==> src/rtl/spectral_flux_engine_if.sv <==
// Bin stream into the spectral-flux engine and the per-frame flux/beat results out of it.
// The producer (FFT magnitude stage or bench) uses master; the engine uses slave.
interface spectral_flux_engine_if #(
  parameter int W               = 16,
  parameter int MAX_FLUX_LENGTH = 32
);
  logic                       mag_valid;
  logic [W-1:0]               mag_sq;
  logic [MAX_FLUX_LENGTH-1:0] flux_value;
  logic                       flux_valid;
  logic                       frame_done;
  logic                       beat_valid;
  logic [MAX_FLUX_LENGTH-1:0] flux_low;
  logic [MAX_FLUX_LENGTH-1:0] flux_mid;
  logic [MAX_FLUX_LENGTH-1:0] flux_high;
  logic [MAX_FLUX_LENGTH-1:0] flux_accum;

  modport master (
    output mag_valid, mag_sq,
    input  flux_value, flux_valid, frame_done, beat_valid,
    input  flux_low, flux_mid, flux_high, flux_accum
  );

  modport slave (
    input  mag_valid, mag_sq,
    output flux_value, flux_valid, frame_done, beat_valid,
    output flux_low, flux_mid, flux_high, flux_accum
  );
endinterface

==> src/rtl/spectral_flux_engine.sv <==
// Spectral-flux onset detector: half-wave-rectified bin-to-bin increase summed per frame
// into low/mid/high bands, plus an adaptive-threshold beat flag.
module spectral_flux_engine #(
  parameter int W               = 16,
  parameter int N               = 8,
  parameter int MAX_FLUX_LENGTH = 32
) (
  input  logic                  clk,
  input  logic                  reset,
  spectral_flux_engine_if.slave bus
);

  localparam int ML = MAX_FLUX_LENGTH;
  localparam int BW = $clog2(N);
  localparam logic [BW-1:0] LOW_END  = BW'(N / 4);
  localparam logic [BW-1:0] MID_END  = BW'(N / 2);
  localparam logic [BW-1:0] LAST_BIN = BW'(N - 1);

  function automatic logic [W-1:0] rectify(input logic [W-1:0] cur, input logic [W-1:0] old,
                                           input logic primed);
    return (primed && (cur > old)) ? (cur - old) : '0;
  endfunction

  function automatic logic [ML-1:0] sat_add(input logic [ML-1:0] acc, input logic [W-1:0] d);
    logic [ML:0] s;
    s = {1'b0, acc} + {{(ML + 1 - W){1'b0}}, d};
    return s[ML] ? {ML{1'b1}} : s[ML-1:0];
  endfunction

  // Threshold avg*1.5 is formed two bits wider so it can never wrap.
  function automatic logic beat_detect(input logic primed, input logic [ML-1:0] f,
                                       input logic [ML-1:0] avg);
    logic [ML+1:0] thr;
    thr = {2'b00, avg} + {2'b00, avg >> 1};
    return primed && (f != '0) && ({2'b00, f} > thr);
  endfunction

  // 7/8 of the old average plus 1/8 of the new flux never exceeds the register range.
  function automatic logic [ML-1:0] avg_next(input logic [ML-1:0] avg, input logic [ML-1:0] f);
    return avg - (avg >> 3) + (f >> 3);
  endfunction

  logic [BW-1:0] bin_q, bin_d;
  logic [W-1:0]  prev_q [N];
  logic [W-1:0]  prev_d [N];
  logic [ML-1:0] tot_q, tot_d, low_q, low_d, mid_q, mid_d, high_q, high_d;
  logic [ML-1:0] flux_value_q, flux_value_d, flux_low_q, flux_low_d;
  logic [ML-1:0] flux_mid_q, flux_mid_d, flux_high_q, flux_high_d;
  logic [ML-1:0] avg_q, avg_d;
  logic          flux_valid_q, flux_valid_d, frame_done_q, frame_done_d;
  logic          beat_valid_q, beat_valid_d, primed_q, primed_d;

  logic [W-1:0]  d;
  logic          is_low, is_mid;
  logic [ML-1:0] tot_sum, low_sum, mid_sum, high_sum;

  always_comb begin
    bin_d        = bin_q;
    prev_d       = prev_q;
    tot_d        = tot_q;
    low_d        = low_q;
    mid_d        = mid_q;
    high_d       = high_q;
    flux_value_d = flux_value_q;
    flux_low_d   = flux_low_q;
    flux_mid_d   = flux_mid_q;
    flux_high_d  = flux_high_q;
    avg_d        = avg_q;
    primed_d     = primed_q;
    flux_valid_d = 1'b0;
    frame_done_d = 1'b0;
    beat_valid_d = 1'b0;

    d        = rectify(bus.mag_sq, prev_q[bin_q], primed_q);
    is_low   = bin_q < LOW_END;
    is_mid   = !is_low && (bin_q < MID_END);
    tot_sum  = sat_add(tot_q, d);
    low_sum  = is_low ? sat_add(low_q, d) : low_q;
    mid_sum  = is_mid ? sat_add(mid_q, d) : mid_q;
    high_sum = (!is_low && !is_mid) ? sat_add(high_q, d) : high_q;

    if (bus.mag_valid) begin
      prev_d[bin_q] = bus.mag_sq;
      if (bin_q == LAST_BIN) begin
        // Frame end: publish the sums including this bin and start the next frame from zero.
        flux_value_d = tot_sum;
        flux_low_d   = low_sum;
        flux_mid_d   = mid_sum;
        flux_high_d  = high_sum;
        tot_d        = '0;
        low_d        = '0;
        mid_d        = '0;
        high_d       = '0;
        flux_valid_d = 1'b1;
        frame_done_d = 1'b1;
        beat_valid_d = beat_detect(primed_q, tot_sum, avg_q);
        avg_d        = avg_next(avg_q, tot_sum);
        primed_d     = 1'b1;
        bin_d        = '0;
      end else begin
        tot_d  = tot_sum;
        low_d  = low_sum;
        mid_d  = mid_sum;
        high_d = high_sum;
        bin_d  = bin_q + 1'b1;
      end
    end
  end

  always_ff @(posedge clk or negedge reset) begin
    if (!reset) begin
      bin_q        <= '0;
      for (int i = 0; i < N; i++) prev_q[i] <= '0;
      tot_q        <= '0;
      low_q        <= '0;
      mid_q        <= '0;
      high_q       <= '0;
      flux_value_q <= '0;
      flux_low_q   <= '0;
      flux_mid_q   <= '0;
      flux_high_q  <= '0;
      avg_q        <= '0;
      primed_q     <= 1'b0;
      flux_valid_q <= 1'b0;
      frame_done_q <= 1'b0;
      beat_valid_q <= 1'b0;
    end else begin
      bin_q        <= bin_d;
      prev_q       <= prev_d;
      tot_q        <= tot_d;
      low_q        <= low_d;
      mid_q        <= mid_d;
      high_q       <= high_d;
      flux_value_q <= flux_value_d;
      flux_low_q   <= flux_low_d;
      flux_mid_q   <= flux_mid_d;
      flux_high_q  <= flux_high_d;
      avg_q        <= avg_d;
      primed_q     <= primed_d;
      flux_valid_q <= flux_valid_d;
      frame_done_q <= frame_done_d;
      beat_valid_q <= beat_valid_d;
    end
  end

  assign bus.flux_value = flux_value_q;
  assign bus.flux_low   = flux_low_q;
  assign bus.flux_mid   = flux_mid_q;
  assign bus.flux_high  = flux_high_q;
  assign bus.flux_accum = tot_q;
  assign bus.flux_valid = flux_valid_q;
  assign bus.frame_done = frame_done_q;
  assign bus.beat_valid = beat_valid_q;

endmodule

==> src/flat_wrapper.sv <==
// flat-port wrapper written by rule: the top's interface ports become plain ports
module spectral_flux_engine_flat 
#(
  parameter int W               = 16,
  parameter int N               = 8,
  parameter int MAX_FLUX_LENGTH = 32
)
  (clk, reset, bus_mag_valid, bus_mag_sq, bus_flux_value, bus_flux_valid, bus_frame_done, bus_beat_valid, bus_flux_low, bus_flux_mid, bus_flux_high, bus_flux_accum);
  spectral_flux_engine_if #(.W(W), .MAX_FLUX_LENGTH(MAX_FLUX_LENGTH)) bus_i ();
  input  logic clk;
  input  logic reset;
  input wire logic [$bits(bus_i.mag_valid)-1:0] bus_mag_valid;
  input wire logic [$bits(bus_i.mag_sq)-1:0] bus_mag_sq;
  output wire logic [$bits(bus_i.flux_value)-1:0] bus_flux_value;
  output wire logic [$bits(bus_i.flux_valid)-1:0] bus_flux_valid;
  output wire logic [$bits(bus_i.frame_done)-1:0] bus_frame_done;
  output wire logic [$bits(bus_i.beat_valid)-1:0] bus_beat_valid;
  output wire logic [$bits(bus_i.flux_low)-1:0] bus_flux_low;
  output wire logic [$bits(bus_i.flux_mid)-1:0] bus_flux_mid;
  output wire logic [$bits(bus_i.flux_high)-1:0] bus_flux_high;
  output wire logic [$bits(bus_i.flux_accum)-1:0] bus_flux_accum;
  assign bus_i.mag_valid = bus_mag_valid;
  assign bus_i.mag_sq = bus_mag_sq;
  assign bus_flux_value = bus_i.flux_value;
  assign bus_flux_valid = bus_i.flux_valid;
  assign bus_frame_done = bus_i.frame_done;
  assign bus_beat_valid = bus_i.beat_valid;
  assign bus_flux_low = bus_i.flux_low;
  assign bus_flux_mid = bus_i.flux_mid;
  assign bus_flux_high = bus_i.flux_high;
  assign bus_flux_accum = bus_i.flux_accum;
  spectral_flux_engine #(.W(W), .N(N), .MAX_FLUX_LENGTH(MAX_FLUX_LENGTH)) u_core (.clk(clk), .reset(reset), .bus(bus_i));
endmodule
==> config.mk <==
export PLATFORM = sky130hd
export DESIGN_NAME = spectral_flux_engine_flat
export DESIGN_NICKNAME = d
export VERILOG_FILES = /design/src/rtl/spectral_flux_engine_if.sv /design/src/rtl/spectral_flux_engine.sv /design/src/flat_wrapper.sv
export SDC_FILE = /design/constraint.sdc
export NUM_CORES = 1
export LEC_CHECK = 0
export CELL_PAD_IN_SITES_DETAIL_PLACEMENT = 0
export CELL_PAD_IN_SITES_GLOBAL_PLACEMENT = 2
export CORE_AREA = 2 2 269 271
export DETAILED_ROUTE_END_ITERATION = 12
export DIE_AREA = 0 0 271 273
export PLACE_DENSITY = 0.78
export SYNTH_ARGS = -nofsm -noshare
export SYNTH_HDL_FRONTEND = slang
export SYNTH_SLANG_ARGS = --single-unit
==> constraint.sdc <==
create_clock -name clk -period 15.95 [get_ports clk]
set_clock_uncertainty 0.2 [all_clocks]
set_input_delay 2.3925 -clock clk [delete_from_list [all_inputs] [get_ports clk]]
set_output_delay 2.3925 -clock clk [all_outputs]
set_load 0.005 [all_outputs]
==> results.json <==
{
  "status": "completed",
  "syn_inst": 2911,
  "grt_pass1_vias": 22361,
  "rows": 98,
  "max_freq_mhz": 86.7,
  "hold_viol": 0,
  "rrSetupSlack_ns": 4.96,
  "synthSimpleGateAreaFrac_pct": 13.9,
  "ys_types": 102,
  "holdBufCountCts": 0,
  "core_area_um2": 71000,
  "cts_sinks": 422,
  "cts_setup_buffers": 0,
  "busiest_layer": "met2",
  "grt_usage_pct": 23.1,
  "synthTopCellsByArea": "dfrtp_1 (38%), ha_1 (7.4%), mux2_2 (5.1%)",
  "r2r-end": "u_core.avg_q[25]",
  "syn-num-nets": 3124,
  "portBuffers": 181,
  "pin_count": 182,
  "critical_path.endpoint_type": "register",
  "gp_congestion": 0.893,
  "path_class": "primary input to register",
  "drt-vias-per-instance": 5.60,
  "die_w_um": 271,
  "synth_largest_area_cell": "dfrtp_1",
  "detail_route.wl_per_cell_um": 21.3,
  "yosys_warnings": 0,
  "insertion_delay_ns": 0.61,
  "tightestPinTransition_ns": 1.27,
  "wl_um": 86100,
  "fp.dieArea_um2": 74000,
  "vias": 22642,
  "crit_slowest_cell": "o21ai_1",
  "dp_hpwl_um": 61800,
  "worstReg2RegStart": "u_core.bin_q[0]",
  "synth_edf_count": 0,
  "setup_viol": 0,
  "overflow": 0,
  "muxShareOfSynthArea_pct": 8.85,
  "antenna_found_initial": 1,
  "synthTopCellsByCount": "dfrtp_1 (422), nand2_1 (266), o21ai_0 (219)",
  "post_route_cells_drive_above_1_share_pct": 12.0,
  "dr.pass1.iters": 5,
  "yosysSeqAreaShare_pct": 38.3,
  "syn_to_final_growth_pct": 16.9,
  "drc": 0,
  "hold_end": "u_core.bus.flux_mid[31]",
  "yosysMostFrequentCell": "dfrtp_1",
  "hp-start": "u_core.bus.flux_mid[31]",
  "ctsLongestPathBuffers": 3,
  "syn_avg_cell_area_um2": 9.47,
  "grt_use_met1_pct": 31.8,
  "yosysTopAreaCellShare_pct": 38.3,
  "numCtsBuffers": 52,
  "crit_arrival_ns": 11.79,
  "synthArstFlopShare_pct": 100,
  "ant_nets": 0,
  "clockRootBuffer": "clkbuf_16",
  "nNetsFinal": 3261,
  "die_y_um": 273,
  "synth_fa_ha_area_share_pct": 10.0,
  "path_clk_slew_ns": 0.07,
  "rsz0062_at_grt": "false",
  "initial_core_util_pct": 38.8,
  "crit_fanout": 15,
  "synth_compound_gate_area_share_pct": 20.0,
  "synth_xor_area_share_pct": 4.77,
  "ys.flop_type": "dfrtp_1",
  "synth_top_family_by_area": "compound AO/OA/AOI/OAI gates",
  "worstPathRequired_ns": 16.22,
  "fin_crit_sh_pct": 72.3,
  "drt_iter0_markers": 1534,
  "critPathMaxStageDelay_ns": 0.90,
  "cts_resized": 0,
  "hp-class": "register to register",
  "start_kind": "primary input",
  "grt_pass1_wl_um": 134000,
  "min_period_ns": 11.53,
  "use_met2_pct": 37.6,
  "rr_worst_depth": 39,
  "h-tree-depth": 2,
  "cts_tree": "built",
  "maxSlewHeadroom_pct": 15.4,
  "finalMaxSlewViolations": 0,
  "met3_usage_pct": 3.93,
  "grt_max_degree": 195,
  "ys_seq_elements": 422,
  "netlist_area_um2": 27600,
  "final.setup.tns_ns": 0,
  "hold-path-cell-count": 2,
  "max-cap-violations": 0
}
-- sequential cells by signal (all words and copies together), names as in the netlist --
name                   cells
u_core.prev_q            128
u_core.avg_q              32
u_core.bus.flux_accum     32
u_core.bus.flux_high      32
u_core.bus.flux_low       32
u_core.bus.flux_mid       32
u_core.bus.flux_value     32
u_core.high_q             32
u_core.low_q              32
u_core.mid_q              32
u_core.bin_q               3
u_core.bus.beat_valid      1
u_core.bus.flux_valid      1
u_core.primed_q            1
-- worst max path at each step --
| stage | endpoint | from | slack, ns | depth (start not counted) |
|---|---|---|---|---|
| 3_5_place_dp | u_core.avg_q[25] | bus_mag_sq[0] | 3.92 | 37 |
| 3_3_place_gp | u_core.avg_q[25] | bus_mag_sq[4] | 4.15 | 36 |
| 6_report | u_core.avg_q[25] | bus_mag_sq[0] | 4.42 | 33 |
| 2_1_floorplan | u_core.avg_q[30] | bus_mag_sq[2] | 6.11 | 39 |
| 5_1_grt | u_core.avg_q[25] | bus_mag_sq[0] | 3.69 | 37 |
| 4_1_cts | u_core.avg_q[25] | bus_mag_sq[0] | 4.55 | 37 |
-- cell type report --
type | count | area (um2)
antenna | 2 | 5.00
clock buffer | 66 | 1480
clock inverter | 30 | 393
fill | 6824 | 38800
inverter | 159 | 598
multi-input combinational | 2194 | 15900
sequential | 422 | 10600
tap | 950 | 1190
timing repair buffer | 219 | 2120
-- worst max-delay path: cells and delay by family --
family,cells,cell delay [ns]
AOI/OAI and AO/OA,16,5.00
buffers and inverters,4,0.76
xor gates and xnor gates,1,0.18
and+or+nand+nor,7,1.66
adders and majority gates,5,1.79
-- metal layers --
metal	share of wire [%]	routed length, um	up-vias
met1	46	39500	11151
met5	0	0	-
li1	-	-	10841
met3	5.2	4500	106
met2	46	39900	544
met4	2.4	2110	0
-- stage by stage --
step	cell area [um2]	worst slack (ns)	std cells	hold WS [ns]	utilization (%)
6_report	32200	4.42	4042	0.271	45.4
5_1_grt	32200	3.69	4041	0.298	45.4
4_1_cts	32200	4.55	4040	0.277	45.4
3_5_place_dp	30300	3.92	3944	0.263	42.7
3_3_place_gp	30300	4.15	3944	0.258	42.7
2_1_floorplan	27600	6.11	2911	0.245	-
-- layout by cell type, fill, tap and decap left out, types with 9 or more instances in the layout --
cell	synthesis	layout
a31o_2	14	14
nand3_1	79	79
a41o_1	10	10
nor2_1	194	194
nand2_1	266	264
xnor2_1	89	89
and4_1	9	9
clkinv_2	0	13
maj3_1	9	9
a31oi_1	53	53
o21a_1	28	28
a21o_1	78	78
fa_1	30	30
buf_4	3	37
inv_1	152	152
a211oi_1	25	25
ha_1	164	164
mux2_2	126	126
clkdlybuf4s50_1	0	179
o22ai_1	62	62
and2_1	23	23
mux2i_1	30	30
nor3_1	41	40
xor2_1	61	61
mux4_2	32	32
clkbuf_16	0	53
o21bai_1	11	11
a21oi_1	194	194
o31ai_1	20	20
or2_2	10	10
and3_1	47	47
o21ai_1	18	18
clkbuf_8	0	10
nor2b_1	27	27
dfrtp_1	422	421
nand2b_1	30	30
nand4_1	26	26
or3_1	14	14
o21ai_0	219	219
-- kinds of logic (layout without fill, tap and decap cells) --
family | count (synthesis) | count (layout)
AOI/OAI and AO/OA | 848 | 848
xor gates and xnor gates | 150 | 150
adders and majority gates | 205 | 205
buffers and inverters | 295 | 474
DFF | 422 | 422
muxes | 188 | 188
other | 0 | 2
and+or+nand+nor | 803 | 803
Power is left out: the tool's default activity adds up to more than one toggle a clock period on the data nets, which glitch-free logic cannot reach.
